`src/rtl/synch_fifo_prog.sv`:
```
// Single-clock FIFO with programmable almost-full/almost-empty thresholds, non-power-of-two depth,
// overflow/underflow pulses and synchronous flush. Define FIFO_FWFT_EN for first-word fall-through reads.
module synch_fifo_prog #(
    parameter int FIFO_WIDTH    = 32,
    parameter int FIFO_DEEPTH   = 16,
    parameter int FIFO_PTR      = 4,
    parameter int AFULL_THRESH  = 14,
    parameter int AEMPTY_THRESH = 2
) (
    input  logic                  fifo_clk,
    input  logic                  rst,
    input  logic                  fifo_flush,
    input  logic                  fifo_wren,
    input  logic [FIFO_WIDTH-1:0] fifo_wrdata,
    input  logic                  fifo_rden,
    output logic [FIFO_WIDTH-1:0] fifo_rddata,
    output logic                  fifo_rdvalid,
    output logic                  fifo_full,
    output logic                  fifo_empty,
    output logic                  fifo_almost_full,
    output logic                  fifo_almost_empty,
    output logic [FIFO_PTR:0]     fifo_data_avail,
    output logic [FIFO_PTR:0]     fifo_room_avail,
    output logic                  fifo_overflow,
    output logic                  fifo_underflow
);

    localparam int CNT_W = FIFO_PTR + 1;
    localparam logic [CNT_W-1:0]    DEPTH_C = CNT_W'(FIFO_DEEPTH);
    localparam logic [CNT_W-1:0]    AF_C    = CNT_W'(AFULL_THRESH);
    localparam logic [CNT_W-1:0]    AE_C    = CNT_W'(AEMPTY_THRESH);
    localparam logic [CNT_W-1:0]    ONE_C   = CNT_W'(1);
    localparam logic [FIFO_PTR-1:0] LAST_C  = FIFO_PTR'(FIFO_DEEPTH - 1);
    localparam logic [FIFO_PTR-1:0] PINC_C  = FIFO_PTR'(1);

    logic [FIFO_WIDTH-1:0] mem_q [FIFO_DEEPTH];

    logic [FIFO_PTR-1:0] wr_ptr_q, wr_ptr_d;
    logic [FIFO_PTR-1:0] rd_ptr_q, rd_ptr_d;
    logic [CNT_W-1:0]    cnt_q, cnt_d;
    logic [CNT_W-1:0]    room_q;
    logic                full_q, empty_q, afull_q, aempty_q;
    logic                ovf_q, udf_q;
    logic                wr_acc, rd_acc;

    // Acceptance looks only at registered flags; flush overrides both requests.
    always_comb begin
        wr_acc = fifo_wren & ~full_q  & ~fifo_flush;
        rd_acc = fifo_rden & ~empty_q & ~fifo_flush;
    end

    always_comb begin
        wr_ptr_d = wr_ptr_q;
        rd_ptr_d = rd_ptr_q;
        cnt_d    = cnt_q;
        if (fifo_flush) begin
            wr_ptr_d = '0;
            rd_ptr_d = '0;
            cnt_d    = '0;
        end else begin
            // Explicit wrap so depths that are not a power of two work.
            if (wr_acc)
                wr_ptr_d = (wr_ptr_q == LAST_C) ? '0 : wr_ptr_q + PINC_C;
            if (rd_acc)
                rd_ptr_d = (rd_ptr_q == LAST_C) ? '0 : rd_ptr_q + PINC_C;
            case ({wr_acc, rd_acc})
                2'b10:   cnt_d = cnt_q + ONE_C;
                2'b01:   cnt_d = cnt_q - ONE_C;
                default: cnt_d = cnt_q;
            endcase
        end
    end

    // Flags and counts are derived from next-state occupancy so they track the post-edge state.
    always_ff @(posedge fifo_clk or negedge rst) begin
        if (!rst) begin
            wr_ptr_q <= '0;
            rd_ptr_q <= '0;
            cnt_q    <= '0;
            room_q   <= DEPTH_C;
            full_q   <= 1'b0;
            empty_q  <= 1'b1;
            afull_q  <= 1'b0;
            aempty_q <= 1'b1;
            ovf_q    <= 1'b0;
            udf_q    <= 1'b0;
        end else begin
            wr_ptr_q <= wr_ptr_d;
            rd_ptr_q <= rd_ptr_d;
            cnt_q    <= cnt_d;
            room_q   <= DEPTH_C - cnt_d;
            full_q   <= (cnt_d == DEPTH_C);
            empty_q  <= (cnt_d == '0);
            afull_q  <= (cnt_d >= AF_C);
            aempty_q <= (cnt_d <= AE_C);
            ovf_q    <= fifo_wren & full_q  & ~fifo_flush;
            udf_q    <= fifo_rden & empty_q & ~fifo_flush;
        end
    end

    // Storage is not reset; occupancy alone defines which entries are live.
    always_ff @(posedge fifo_clk) begin
        if (wr_acc)
            mem_q[wr_ptr_q] <= fifo_wrdata;
    end

`ifdef FIFO_FWFT_EN
    assign fifo_rddata  = mem_q[rd_ptr_q];
    assign fifo_rdvalid = ~empty_q;
`else
    logic [FIFO_WIDTH-1:0] rddata_q;
    logic                  rdvalid_q;

    always_ff @(posedge fifo_clk or negedge rst) begin
        if (!rst) begin
            rddata_q  <= '0;
            rdvalid_q <= 1'b0;
        end else begin
            rdvalid_q <= rd_acc;
            if (rd_acc)
                rddata_q <= mem_q[rd_ptr_q];
        end
    end

    assign fifo_rddata  = rddata_q;
    assign fifo_rdvalid = rdvalid_q;
`endif

    assign fifo_full         = full_q;
    assign fifo_empty        = empty_q;
    assign fifo_almost_full  = afull_q;
    assign fifo_almost_empty = aempty_q;
    assign fifo_data_avail   = cnt_q;
    assign fifo_room_avail   = room_q;
    assign fifo_overflow     = ovf_q;
    assign fifo_underflow    = udf_q;

endmodule

```
`config.mk`:
```
export PLATFORM = sky130hd
export DESIGN_NAME = synch_fifo_prog
export DESIGN_NICKNAME = d
export VERILOG_FILES = /design/src/rtl/synch_fifo_prog.sv
export SDC_FILE = /design/constraint.sdc
export NUM_CORES = 1
export LEC_CHECK = 0
export CAP_MARGIN = 20
export CORE_MARGIN = 1
export CORE_UTILIZATION = 45
export CTS_CLUSTER_SIZE = 12
export DETAILED_ROUTE_END_ITERATION = 10
export DONT_BUFFER_PORTS = 1
export GPL_TIMING_DRIVEN = 1
export PLACE_DENSITY = 0.65
export REMOVE_ABC_BUFFERS = 1
export SLEW_MARGIN = 20
export SYNTH_ARGS = -nofsm -noshare
export SYNTH_HDL_FRONTEND = slang
export SYNTH_SLANG_ARGS = --single-unit
```
`constraint.sdc`:
```
create_clock -name fifo_clk -period 6.1 [get_ports fifo_clk]
set_input_delay 1.22 -clock fifo_clk [delete_from_list [all_inputs] [get_ports fifo_clk]]
set_output_delay 1.22 -clock fifo_clk [all_outputs]
set_load 0.01 [all_outputs]
```
==> impl_metrics.env <==
export IMPL_io_pins=86
export IMPL_rsz0062_at_grt="no"
export IMPL_power_w=0.00835
export IMPL_r2r_start="fifo_empty"
export IMPL_fin_util=0.509
export IMPL_core_area_mm2=0.0477
export IMPL_ctsResizeCount=0
export IMPL_die_area_mm2=0.0492
export IMPL_drc_errors=0
export IMPL_dpl_hpwl_um=23500
export IMPL_grt_pass1_vias=10300
export IMPL_synth_edff_count=512
export IMPL_grt_max_degree=123
export IMPL_finalClockSkew_ns=0.0256
export IMPL_syn_instance_count=930
export IMPL_p_per_area_mw_per_mm2=343
export IMPL_max_cap_violations=0
export IMPL_vias=9574
export IMPL_crit_arrival_ns=3.94
export IMPL_syn_area_mm2=0.0218
export IMPL_drv_slew=0
export IMPL_insertion_delay_ns=0.61
export IMPL_max_vdd_ir_drop_v=0.000195
export IMPL_yosys_top_cells_area="edfxtp_1, mux4_2, dfrtp_1"
export IMPL_synthToLayoutAreaGrowth_pct=11.7
export IMPL_cts_tree="done"
export IMPL_hold_class="input pin to async pin"
export IMPL_place_gp_congestion=0.746
export IMPL_yosysSeqAreaShare=0.771
export IMPL_postCtsSetupBuffers=0
export IMPL_worstSetupStartpoint="fifo_flush"
export IMPL_cts_sinks=568
export IMPL_grt_pass1_wl_um=68700
export IMPL_row_count=80
export IMPL_first_pass_iters=5
export IMPL_holdBufCountCts=0
export IMPL_cts_buffers=56
export IMPL_die_h_um=222
export IMPL_tightest_slew_ns=1.01
export IMPL_outcome="finished, final reports clean"
export IMPL_yosysWarnings=0
export IMPL_path_class="input pin to flip-flop"
export IMPL_wl_um=45600
export IMPL_ys_types=40
export IMPL_ant_nets=0
export IMPL_synthArstFlopShare=0.0986
export IMPL_multiInputGateArea_mm2=0.00480
export IMPL_finalCritPeriodShare=0.556
export IMPL_min_period_ns=3.39
export IMPL_antenna_found_initial=0
export IMPL_leakage_nw=7.53
export IMPL_synth_top_area_share=0.706
export IMPL_fmaxAchievable_mhz=295
export IMPL_cp_end_kind="flip-flop"
export IMPL_wl_per_cell_um=28.1
export IMPL_antennaDiodeCount=0
export IMPL_synth_top_area_cell="edfxtp_1"
export IMPL_yosysMostFrequentCell="edfxtp_1"
export IMPL_clk_path_buf_depth=3
export IMPL_crit_fanout=36
export IMPL_setup_violations=0
export IMPL_startpoint_type="input pin"
export IMPL_h_tree_depth=2
export IMPL_synth_ff_type="edfxtp_1"
export IMPL_ys_ff_latch=568
export IMPL_drive_gt1_frac=0.312
export IMPL_die_w_um=222
export IMPL_drtIter0Drc=793
export IMPL_io_buffers=0
export IMPL_fin_nets=1010
export IMPL_synthTopCellsByCount="edfxtp_1, mux4_2, dfrtp_1, mux2_2, clkbuf_1"
export IMPL_syn_avg_cell_area_um2=23.4
export IMPL_seq_area_mm2=0.0168
export IMPL_initial_utilization=0.456
export IMPL_path_clk_slew_ns=0.06
export IMPL_crit_required_ns=6.64
export IMPL_ff2ff_path_depth=12
export IMPL_root_buffer="clkbuf_16"
export IMPL_groute_usage_overall=0.193
export IMPL_num_fill_cells=3611
export IMPL_slew_headroom=0.328
export IMPL_vias_per_cell=5.89
export IMPL_gr_total_overflow=0
export IMPL_hold_violations=0
==> flip-flops by register name, summed over array words and instances (netlist names) <==
name / count
fifo_data_avail: 4
fifo_almost_full: 1
fifo_full: 1
rd_ptr_q: 4
fifo_rdvalid: 1
fifo_room_avail: 5
wr_ptr_q: 4
fifo_almost_empty: 1
fifo_underflow: 1
fifo_empty: 1
mem_q: 512
fifo_rddata: 32
fifo_overflow: 1
==> stage by stage <==
step	area, um^2	instances	setup slack [ns]	TNS (ns)	hold WS, ns
after floorplan	21500	880	-0.407	-13.03	0.550
after global placement	22600	1519	2.10	0	0.572
after detailed placement	22600	1519	2.07	0	0.580
after CTS	24300	1625	2.71	0	0.281
after global routing	24300	1625	2.42	0	0.287
final	24300	1625	2.71	0	0.309
==> cells in the final DEF (no fill, tap or decap), types with 3 or more instances in the layout <==
cell       count
clkbuf_8       6
buf_4         20
nor2_1        11
nor2b_1        4
clkbuf_16     57
dfrtp_1       49
xnor2_1        4
dfstp_2        3
a21oi_1       10
mux2_2        33
clkinv_2       5
o31ai_1        3
nand2b_1       4
clkbuf_1      34
nor2_4        12
buf_12         4
ha_1          11
nand2_1       16
xor2_1         4
edfxtp_1     512
nor3_2         4
mux4_2       160
inv_1          9
==> cells by family after synthesis <==
kind of cell / synth area share
fa+ha+maj: 0.00632
mux: 0.184
xor+xnor: 0.00322
buf+inv: 0.0138
compound gates: 0.00753
flops: 0.771
simple gates: 0.0145
==> worst paths after layout <==
check                      slack [ns]                  to
max                              2.71  fifo_room_avail[4]
min                              0.31      fifo_rddata[6]
max reg2reg                      2.91  fifo_room_avail[4]
min reg2reg                      0.58     fifo_rddata[18]
max in group asynchronous        5.59   fifo_almost_empty
min in group fifo_clk            0.58     fifo_rddata[18]
==> power by group <==
| part | switching (W) | internal (W) | total [W] |
|---|---|---|---|
| combinational | 0.000229 | 0.000322 | 0.000551 |
| clock | 0.00139 | 0.00182 | 0.00321 |
| sequential | 0.000189 | 0.00440 | 0.00459 |
==> worst max-delay path: stages <==
cell,delay [ns]
nor3b_2,0.15
buf_4,0.61
nand2_1,0.14
xnor2_1,0.16
ha_1,0.20
a21oi_1,0.06
a21boi_0,0.16
o311a_1,0.37
a21oi_1,0.32
and3b_1,0.25
ha_1,0.24
inv_1,0.05
==> routing by layer <==
| layer | track usage | vias up | wire length [um] |
|---|---|---|---|
| li1 | - | 3965 | - |
| met1 | 0.272 | 5267 | 19800 |
| met2 | 0.309 | 284 | 22200 |
| met3 | 0.0395 | 58 | 2810 |
| met4 | 0.0515 | 0 | 821 |
| met5 | 0 | - | 0 |
==> area by class of cell <==
type                            count  area share
Clock buffer                       99      0.0679
Inverter                            9     0.00139
Clock inverter                      7     0.00175
Tap cell                          615      0.0316
Sequential cell                   568       0.691
Timing Repair Buffer               24     0.00947
Multi-Input combinational cell    303       0.197
No activity file was read; power rests on OpenSTA's default activity.
